==> src/rtl/jtag_xfer_sched.sv <==
// jtag_xfer_sched: arbitrates NREQ JTAG scan requesters onto a single PHY
// command/response FIFO pair, one transaction in flight at a time.
// Optional IR cache: define JTAG_XFER_SCHED_IRCACHE_EN to skip re-sending an
// instruction that matches the last IR shifted into the TAP.
//
// state     | meaning
// ----------+---------------------------------------------------------
// S_IDLE    | nothing pending
// S_ARB     | round-robin pick, latch the winner's request fields
// S_SEND_IR | push IR packet when the command FIFO has room
// S_SEND_DR | push DR packet (or TAP-reset packet for DRLEN=0)
// S_RD_WAIT | wait for the PHY response, pop it
// S_RD_CAP  | response data on RDDATA, right-justify into RSP_DATA
// S_DONE    | REQ_DONE visible for one cycle, re-arbitrate or idle
module jtag_xfer_sched #(
  parameter int NREQ     = 2,
  parameter int IR_LEN   = 8,
  parameter int BUF_SZ   = 64,
  parameter int MAX_CLEN = 4096,
  localparam int LW = $clog2(MAX_CLEN),
  localparam int BW = $clog2(BUF_SZ),
  localparam int IW = (NREQ > 1) ? $clog2(NREQ) : 1
) (
  input  logic                      CLK,
  input  logic                      RESET,
  input  logic [NREQ-1:0]           REQ_VALID,
  input  logic [NREQ-1:0]           REQ_READ,
  input  logic [NREQ*IR_LEN-1:0]    REQ_IR,
  input  logic [NREQ*BUF_SZ-1:0]    REQ_DR,
  input  logic [NREQ*(BW+1)-1:0]    REQ_DRLEN,
  output logic [NREQ-1:0]           REQ_DONE,
  output logic [BUF_SZ-1:0]         RSP_DATA,
  output logic                      RSP_VALID,
  output logic [IW-1:0]             RSP_ID,
  output logic [BUF_SZ+3+LW-1:0]    WRDATA,
  output logic                      WREN,
  input  logic                      WRFULL,
  input  logic [BUF_SZ+BW-1:0]      RDDATA,
  output logic                      RDEN,
  input  logic                      RDEMPTY
);

  typedef enum logic [2:0] {
    S_IDLE, S_ARB, S_SEND_IR, S_SEND_DR, S_RD_WAIT, S_RD_CAP, S_DONE
  } state_t;

  state_t state_q, state_d;

  logic [IW-1:0]     last_grant_q, grant_q, arb_idx;
  logic              arb_found;
  logic [IW:0]       cand;
  logic              any_valid;

  logic              sel_read;
  logic [IR_LEN-1:0] sel_ir;
  logic [BUF_SZ-1:0] sel_dr;
  logic [BW:0]       sel_drlen;

  logic              lat_read;
  logic [IR_LEN-1:0] lat_ir;
  logic [BUF_SZ-1:0] lat_dr;
  logic [BW:0]       lat_drlen;

  logic              ir_hit;
  logic [NREQ-1:0]   grant_onehot;
  logic [BW:0]       rsp_shift;
  logic [BUF_SZ-1:0] rd_data;
  logic [BUF_SZ-1:0] rsp_next;
  logic              rd_ilen_unused;

  assign any_valid      = |REQ_VALID;
  assign rd_data        = RDDATA[BUF_SZ+BW-1:BW];
  assign rd_ilen_unused = ^RDDATA[BW-1:0];
  // a read of DRLEN bits lands in the top of the PHY word
  assign rsp_shift      = (BW+1)'(BUF_SZ) - lat_drlen;
  assign rsp_next       = rd_data >> rsp_shift;

  // round-robin: first valid requester after the last grant, wrapping
  always_comb begin
    arb_found = 1'b0;
    arb_idx   = last_grant_q;
    cand      = '0;
    for (int k = 1; k <= NREQ; k++) begin
      cand = {1'b0, last_grant_q} + (IW+1)'(k);
      if (cand >= (IW+1)'(NREQ)) cand = cand - (IW+1)'(NREQ);
      if (!arb_found && REQ_VALID[cand[IW-1:0]]) begin
        arb_found = 1'b1;
        arb_idx   = cand[IW-1:0];
      end
    end
  end

  // mux the arbitration winner's request fields
  always_comb begin
    sel_read  = 1'b0;
    sel_ir    = '0;
    sel_dr    = '0;
    sel_drlen = '0;
    for (int i = 0; i < NREQ; i++) begin
      if (arb_idx == IW'(i)) begin
        sel_read  = REQ_READ[i];
        sel_ir    = REQ_IR[i*IR_LEN +: IR_LEN];
        sel_dr    = REQ_DR[i*BUF_SZ +: BUF_SZ];
        sel_drlen = REQ_DRLEN[i*(BW+1) +: (BW+1)];
      end
    end
  end

  // one-hot completion vector for the current owner
  always_comb begin
    grant_onehot = '0;
    for (int i = 0; i < NREQ; i++) grant_onehot[i] = (grant_q == IW'(i));
  end

`ifdef JTAG_XFER_SCHED_IRCACHE_EN
  logic [IR_LEN-1:0] ir_cache_q;
  logic              ir_cache_vld_q;

  // remember the IR in the TAP; a TAP reset packet forgets it
  always_ff @(posedge CLK or posedge RESET) begin
    if (RESET) begin
      ir_cache_q     <= '0;
      ir_cache_vld_q <= 1'b0;
    end else if (WREN && state_q == S_SEND_IR) begin
      ir_cache_q     <= lat_ir;
      ir_cache_vld_q <= 1'b1;
    end else if (WREN && state_q == S_SEND_DR && lat_drlen == '0) begin
      ir_cache_vld_q <= 1'b0;
    end
  end

  assign ir_hit = ir_cache_vld_q && (sel_ir == ir_cache_q);
`else
  assign ir_hit = 1'b0;
`endif

  // state register
  always_ff @(posedge CLK or posedge RESET) begin
    if (RESET) state_q <= S_IDLE;
    else       state_q <= state_d;
  end

  // next-state logic
  always_comb begin
    state_d = state_q;
    case (state_q)
      S_IDLE:    if (any_valid) state_d = S_ARB;
      S_ARB: begin
        if (!arb_found)                         state_d = S_IDLE;
        else if (sel_drlen == '0 || ir_hit)     state_d = S_SEND_DR;
        else                                    state_d = S_SEND_IR;
      end
      S_SEND_IR: if (!WRFULL) state_d = S_SEND_DR;
      S_SEND_DR: begin
        if (!WRFULL) state_d = (lat_read && lat_drlen != '0) ? S_RD_WAIT : S_DONE;
      end
      S_RD_WAIT: if (!RDEMPTY) state_d = S_RD_CAP;
      S_RD_CAP:  state_d = S_DONE;
      S_DONE:    state_d = any_valid ? S_ARB : S_IDLE;
      default:   state_d = S_IDLE;
    endcase
  end

  // PHY FIFO strobes and command packet; zero outside the send states
  always_comb begin
    WREN   = 1'b0;
    RDEN   = 1'b0;
    WRDATA = '0;
    case (state_q)
      S_SEND_IR: begin
        WREN   = !WRFULL;
        WRDATA = {BUF_SZ'(lat_ir), LW'(IR_LEN), 3'b100};
      end
      S_SEND_DR: begin
        WREN = !WRFULL;
        if (lat_drlen == '0) WRDATA = '0;
        else WRDATA = {lat_dr, LW'(lat_drlen), lat_read ? 3'b001 : 3'b000};
      end
      S_RD_WAIT: RDEN = !RDEMPTY;
      default: ;
    endcase
  end

  // grant and request fields are frozen at arbitration until DONE
  always_ff @(posedge CLK or posedge RESET) begin
    if (RESET) begin
      grant_q      <= '0;
      last_grant_q <= IW'(NREQ-1);
      lat_read     <= 1'b0;
      lat_ir       <= '0;
      lat_dr       <= '0;
      lat_drlen    <= '0;
    end else if (state_q == S_ARB && arb_found) begin
      grant_q      <= arb_idx;
      last_grant_q <= arb_idx;
      lat_read     <= sel_read;
      lat_ir       <= sel_ir;
      lat_dr       <= sel_dr;
      lat_drlen    <= sel_drlen;
    end
  end

  // registered completion and response strobes, both visible in S_DONE
  always_ff @(posedge CLK or posedge RESET) begin
    if (RESET) begin
      REQ_DONE  <= '0;
      RSP_VALID <= 1'b0;
      RSP_DATA  <= '0;
      RSP_ID    <= '0;
    end else begin
      REQ_DONE  <= (state_d == S_DONE) ? grant_onehot : '0;
      RSP_VALID <= (state_q == S_RD_CAP);
      if (state_q == S_RD_CAP) begin
        RSP_DATA <= rsp_next;
        RSP_ID   <= grant_q;
      end
    end
  end

endmodule

==> config.mk <==
export PLATFORM = sky130hd
export DESIGN_NAME = jtag_xfer_sched
export DESIGN_NICKNAME = d
export VERILOG_FILES = /design/src/rtl/jtag_xfer_sched.sv
export SDC_FILE = /design/constraint.sdc
export NUM_CORES = 1
export LEC_CHECK = 0
export CAP_MARGIN = 20
export CORE_AREA = 2 2 177 179
export CTS_BUF_LIST = sky130_fd_sc_hd__clkbuf_4 sky130_fd_sc_hd__clkbuf_8
export DETAILED_ROUTE_END_ITERATION = 7
export DIE_AREA = 0 0 179 181
export DONT_BUFFER_PORTS = 1
export GPL_ROUTABILITY_DRIVEN = 0
export SKIP_CTS_REPAIR_TIMING = 1
export SLEW_MARGIN = 10
export SYNTH_ARGS = -nofsm -noshare
export SYNTH_HDL_FRONTEND = slang
export SYNTH_SLANG_ARGS = --single-unit
==> constraint.sdc <==
create_clock -name CLK -period 9.69 [get_ports CLK]
set_input_delay 0.4845 -clock CLK [delete_from_list [all_inputs] [get_ports CLK]]
set_output_delay 0.4845 -clock CLK [all_outputs]
set_load 0.02 [all_outputs]
# Word-level counts from Yosys, hierarchy flattened
# Cells that the tools add are included.
# W data, S select, Z words.
[totals]
elab_cells = 70
output_inout_bits = 149
ff_bits = 153
input_bits = 236
[op_classes]
reduce_logical = 12
n_mux = 29
order_cmp = 4
n_addsub = 5
bitwise_logic = 1
shifts = 1
eq_ne = 7
[op_table]
columns = ["operator", "count"]
rows = [
  ["$pmux W79 S2", 1],
  ["$mux W79", 1],
  ["$mux W64", 1],
  ["$shr A64 B7 Y64", 1],
  ["$pmux W3 S7", 1],
  ["$mux W1", 16],
  ["$logic_not A7 Y1", 2],
  ["$eq A3 B3 Y1 const B", 4],
  ["$mux W3", 4],
  ["$mux W8", 1],
  ["$mux W7", 1],
  ["$reduce_bool A7 Y1", 1],
  ["$sub A7 B7 Y7 const A", 1],
  ["$eq A3 B2 Y1 const B", 2],
  ["$mux W2", 3],
  ["$ge A2 B2 Y1 const B", 2],
  ["$lt A1 B2 Y1 const B", 2],
  ["$reduce_or A2 Y1", 2],
  ["$eq A3 B1 Y1 const B", 1],
  ["$logic_and A1 B1 Y1", 3],
  ["$logic_not A1 Y1", 3],
  ["$logic_not A3 Y1", 1],
  ["$add A1 B1 Y2 const B", 1],
  ["$add A1 B2 Y2 const B", 1],
  ["2 further kinds", 3],
]

# Longest topological paths before layout
# Gate-level depths: netlist (run 1).
[logic_depth]
ltp_word = 16
depth_mapped = 14

# Worst setup path after synthesis (run 1)
# Ideal clock, no wire load.
[synth_path]
kind = "flip-flop to flip-flop"
startpoint = "reg lat_drlen[0]"
endpoint = "reg RSP_DATA[15]"
path_buffers = 6
path_slack_ns = 6.548
arrival_time_ns = 3.013
path_stages_with_launch = 14
cell_sequence = "dfrtp_1 buf_4 buf_6 buf_4 buf_4 inv_1 ha_1 buf_2 buf_2 mux4_2 mux2_2 mux2i_1 nor3_1 a2111o_1"
[synth_between]
elab_chain_cells = 2
[synth_lines]
columns = ["item", "line", "source"]
rows = [
  ["start, declared", "62", "logic [BW:0] lat_drlen;"],
  ["start signal, assigned", "199", "lat_drlen <= sel_drlen;"],
  ["$sub A7 B7 Y7", "75", "assign rsp_shift = (BW+1)'(BUF_SZ) - lat_drlen;"],
  ["$shr A64 B7 Y64", "76", "assign rsp_next = rd_data >> rsp_shift;"],
  ["end signal, assigned", "214", "RSP_DATA <= rsp_next;"],
  ["end, declared", "32", "output logic [BUF_SZ-1:0] RSP_DATA,"],
]
# No other way between the ends.
# A chain may end at the register's enable or synchronous reset.

# Worst setup path in the final report (run 1)
[layout_path]
startpoint = "reg lat_drlen[0]"
endpoint = "reg RSP_DATA[37]"
# The elaborated chain is that of the path after synthesis.

==> metrics.cfg, run 1 <==
[final_layout]
layout.cells.non_filler=1450
fillers=3031
seq_area_um2=3830
area_growth_pct=6.66
fin_nets=1277
multi_input_area_um2=6370
post-route-util=0.372
drive_gt1_frac=0.156

[flow_run]
drv_cap=0

[global_routing]
grt_pass1_vias=8115
overflow=0
grt.total_usage=0.214
grt_pass1_wl_mm=51.9
grt_max_degree=109
grt_antenna_before_repair=1

[floorplan]
start_util=0.349
std_cell_rows=64
io_pins=385
die_h_um=181
die_width_um=179
core_area_um2=30300
die-area_um2=32400

[logic_synthesis]
synth_edf_count=0
ys_seq_area_frac=0.362
async_flop_share=1.00
ys_seq_elements=153
synth_warnings=0
yosys-top-cells-area=dfrtp_1 36%, mux4_2 13%, mux2i_1 12%
synth-main-ff-cell=dfrtp_1
yosysTopAreaCell=dfrtp_1
syn_area_um2=10600
synth_top_area_frac=0.359
synthCells=1100
syn_avg_cell_area_um2=9.63
yosysUniqueCellTypes=52

[cts]
cts.sinks=153
cts_buffer_depth=2
h-tree-depth=4
cts_tree=done
clk_latency_ns=0.46
clkTransAtPathRegs_ns=0.09
cts_buffers=17
cts-root-buf=clkbuf_8

[placement]
port_buffers=0
pre_cts_ws_ns=6.14
dp.final_hpwl_mm=27.1
dp_cells=1416

[routing]
routed.top_layer=met4
wl_met3_mm=3.17
vias=8473
wl_met2_mm=16.9
wl_mm=35.1
wl_met1_mm=14.3
wire_per_inst_um=24.2
firstDrtPassIters=5
drc=0
ant_nets=0
drt-initial-drc-count=615
viasPerCell=5.84

[setup_path]
cp.arrival_ns=3.91
reg2reg_depth=9
required_ns=10.07
cp-end-kind=flip-flop
worstPathMaxFanout=66
path_class=flip-flop to flip-flop
critPathLaunchType=flip-flop

[sta]
final.setup.worst_slack_ns=6.16
period_share=0.364
worst_pin_slew_ns=1.12
setup_tns_ns=0
max_slew_margin=0.254
slew_viol_final=0
rsz0062_at_grt=false
max_freq_mhz=283
finalSetupViolCount=0
min_period_ns=3.53
skew_ns=0.0133
finalHoldViolCount=0

[status]
status=finished, final reports clean

[power_and_ir_drop]
powerDensity_nw_per_um2=453
finalPower_mw=5.12
peakVddDrop_mv=0.181
p_leak_nw=4.72

[min_path]
hold_class=primary input to async pin

[metal layers]
metal,vias up,GRT usage
li1,3881,-
met1,4176,0.276
met2,378,0.344
met3,38,0.0684
met4,0,0.0602
met5,-,0
[final cells by class]
class	instances	area share
Sequential cell	153	0.339
Timing Repair Buffer	16	0.0117
Inverter	11	0.00410
Antenna cell	1	0.000222
Tap cell	396	0.0439
Clock inverter	15	0.0165
Clock buffer	17	0.0207
Multi-Input combinational cell	841	0.564
[through the flow]
step	hold slack [ns]	instance area (um^2)
4_1_cts	0.0132	11300
5_1_grt	0.0355	11300
3_5_place_dp	0.459	10900
2_1_floorplan	0.423	10600
3_3_place_gp	0.463	10900
6_report	0.0133	11300
[cell usage after synthesis, types with 8 or more instances]
cell type  number
a21oi_1       122
a22o_1         19
a31oi_1        10
and2_1         59
and3_1          8
buf_1          14
buf_2          20
buf_4          10
clkbuf_1       52
dfrtp_1       152
inv_1          11
mux2_2         36
mux2i_1       127
mux4_2         63
nand2_1        94
nor2_1        147
nor3_1         17
o211ai_1       10
o21ai_0        42
o221ai_1       14
[worst max-delay path: stages (launching register included)]
cell	delay (ns)
dfrtp_4	0.58
inv_1	0.08
ha_2	0.31
buf_4	0.60
mux2i_1	0.15
o21ai_0	0.58
mux2i_1	0.29
a21oi_1	0.49
o21ai_0	0.20
o21ai_0	0.16
[sequential cells by signal, summed over array words and instances, names as in the netlist]
name,count
RSP_DATA,64
lat_dr,64
lat_ir,8
lat_drlen,7
state_q,3
REQ_DONE,2
RSP_ID,1
RSP_VALID,1
grant_q,1
last_grant_q,1
lat_read,1
[placed cells by master, fill, tap and decap left out, drive strengths merged, types with 3 or more instances in the layout]
| master | n |
|---|---|
| clkbuf | 17 |
| clkinv | 3 |
| o21ai | 42 |
| mux4 | 63 |
| mux2 | 36 |
| clkinvlp | 3 |
| or3 | 5 |
| nor3 | 18 |
| inv | 18 |
| buf | 16 |
| and3 | 8 |
| dfrtp | 152 |
| conb | 6 |
| a22o | 19 |
| nand2 | 94 |
| mux2i | 127 |
| nor2 | 147 |
| o22ai | 6 |
| a211oi | 5 |
| a311oi | 3 |
| o221ai | 14 |
| nand2b | 4 |
| nand3 | 7 |
| a31oi | 10 |
| a21oi | 122 |
| and2 | 60 |
| xnor2 | 4 |
| a22oi | 7 |
| o211ai | 10 |
[power by group]
group | internal (mW) | total (mW) | switching, mW
Combinational | 1.26 | 3.29 | 2.03
Sequential | 0.930 | 1.31 | 0.378
Clock | 0.240 | 0.521 | 0.282
Total | 2.43 | 5.12 | 2.69
[final timing paths]
kind | slack, ns | start | to
min in group CLK | 0.13 | WRFULL | state_q[2]
max reg2reg | 6.16 | lat_drlen[0] | RSP_DATA[37]
max | 6.16 | lat_drlen[0] | RSP_DATA[37]
min | 0.01 | RESET | RSP_DATA[29]
max in group asynchronous | 8.23 | RESET | lat_dr[56]
min reg2reg | 0.47 | grant_q | REQ_DONE[0]
[cells by family (layout without fill, tap and decap cells)]
group / Yosys count / in the layout / synth area share
and+or+nand+nor: 353 / 353 / 0.150
AOI/OAI and AO/OA: 249 / 249 / 0.142
muxes: 226 / 226 / 0.292
DFF: 153 / 153 / 0.362
buffers and inverters: 111 / 59 / 0.0481
xor gates and xnor gates: 6 / 6 / 0.00496
adders and majority gates: 1 / 1 / 0.00118
other: 1 / 7 / 0.000354
Power figures use the tool's default switching activity.
==> run 2: changes to the inputs <==
- clock period: 9.69 -> 3.27 ns (I/O delays scaled with it)
==> run 2 against run 1 <==
Net effect:
- clock power grew to 2.8 times the previous value
- utilization is 6.4 points higher
- power grew to 3.1 times the previous value
- combinational power grew to 3.3 times the previous value
- sequential power grew to 2.9 times the previous value
- via count is 12% higher
- sequential share of layout area is 5.0 points lower
- first-iteration DRC count is 33% higher
- design area is 17% higher
- clock skew is 0.0041 ns higher
- highest routed layer unchanged
==> metrics.cfg, run 2 (synthesized netlist as in run 1, its figures left out) <==
[sta]
setup_tns_ns=0
max_freq_mhz=338
worst_pin_slew_ns=0.915
period_share=0.906
rsz0062_at_grt=false
holdWs_ns=0.0114
min_period_ns=2.96
final.setup.worst_slack_ns=0.307
finalSetupViolCount=0
slew_viol_final=0
finalHoldViolCount=0
max_slew_margin=0.387
skew_ns=0.0174

[min_path]
hold_class=primary input to flip-flop
hold_path_depth=2

[placement]
pre_cts_ws_ns=0.330
dp_cells=1446
port_buffers=0
dp.final_hpwl_mm=27.0

[setup_path]
cp.arrival_ns=3.30
max_stage_delay_ns=0.65
cpLargestDelayFamily=adder cells
critPathLaunchType=flip-flop
reg2reg_depth=9
cp_common_cell=buf_4
required_ns=3.61
path_class=flip-flop to flip-flop
crit_slowest_cell=ha_2
worstPathMaxFanout=23
cp-end-kind=flip-flop
cp_num_buf_inv=3
crit_path_cell_trace=inv_1, ha_2, buf_4, buf_4, mux4_2, mux2i_1, nand2_1, a31oi_1, o221ai_1
cp.depth=9

[final_layout]
seq_area_um2=3830
reg.largest.list=RSP_DATA x64, lat_dr x64, lat_ir x8
layout.cells.non_filler=1642
fin_nets=1469
layout.cells.most_common_list=163 x dlygate4sd3_1, 151 x dfrtp_1, 147 x nor2_1
drive_gt1_frac=0.154
multi_input_area_um2=6360
area_growth_pct=25.0
fillers=2811
final_common_cell=dlygate4sd3_1

[global_routing]
grt_antenna_before_repair=1
met1_usage=0.268
busiest_layer=met2
use_met3=0.0631
overflow=0
grt_max_degree=84
met2_usage=0.332
grt_pass1_vias=8185
grt_pass1_wl_mm=50.4
grt.total_usage=0.207

[floorplan]
die_h_um=181
core_area_um2=30300
std_cell_rows=64
io_pins=385
die_width_um=179
start_util=0.349
die-area_um2=32400

[cts]
cts_buffer_depth=2
clk_latency_ns=0.47
clkTransAtPathRegs_ns=0.10
cts_tree=done
cts_buffers=17
h-tree-depth=4
cts.sinks=153
cts-root-buf=clkbuf_8

[routing]
vias=9454
viasPerCell=5.76
wl_mm=37.5
firstDrtPassIters=6
ant_nets=0
wire_per_inst_um=22.9
drt-initial-drc-count=818
drc=0

[power_and_ir_drop]
peakVddDrop_mv=0.654
powerDensity_nw_per_um2=1210
finalPower_mw=16.1
p_leak_nw=5.58

[flow_run]
drv_cap=0

[status]
status=finished, final reports clean

-- run 2: area by class of cell --
cell class | count | share of cell area
diodes | 1 | 0.000189
flip-flops and latches | 153 | 0.290
well taps | 396 | 0.0374
repair buffers | 208 | 0.159
clock buffers | 19 | 0.0198
multi-input cells | 841 | 0.480
clock inverters | 13 | 0.00993
inverters | 11 | 0.00340
-- run 2: final timing paths --
check / slack (ns) / from / endpoint
setup / recovery: 0.31 / lat_drlen[0] / RSP_DATA[1]
hold / removal: 0.01 / REQ_DR[127] / lat_dr[63]
setup reg to reg: 0.31 / lat_drlen[0] / RSP_DATA[1]
hold reg to reg: 0.46 / grant_q / REQ_DONE[0]
max in group asynchronous: 2.23 / RESET / RSP_DATA[4]
min in group asynchronous: 0.22 / RESET / lat_dr[2]
-- run 2: power by group --
| part | total, mW | switching [mW] | leakage (nW) | internal [mW] |
|---|---|---|---|---|
| registers | 3.86 | 1.10 | 1.82 | 2.76 |
| logic | 10.7 | 6.28 | 3.55 | 4.43 |
| clock network | 1.48 | 0.819 | 0.202 | 0.665 |
-- run 2: metrics by stage --
stage / util / cell area, um^2
finish: 0.436 / 13200
global route: 0.436 / 13200
CTS: 0.382 / 11600
detailed placement: 0.369 / 11200
global placement: 0.369 / 11200
floorplan: - / 10600
-- run 2: layer usage --
| layer | wire length [um] | vias to the layer above |
|---|---|---|
| li1 | - | 4275 |
| met1 | 14400 | 4620 |
| met2 | 18200 | 487 |
| met3 | 3700 | 72 |
| met4 | 1150 | 0 |
| met5 | 0 | - |
-- run 2: worst reg2reg max path, delay by kind of cell, from the launching register on --
| family | cells | cell delay [ns] |
|---|---|---|
| fa+ha+maj | 1 | 0.65 |
| flops | 1 | 0.43 |
| simple gates | 1 | 0.09 |
| compound gates | 2 | 0.49 |
| mux | 2 | 0.61 |
| buf+inv | 3 | 0.58 |
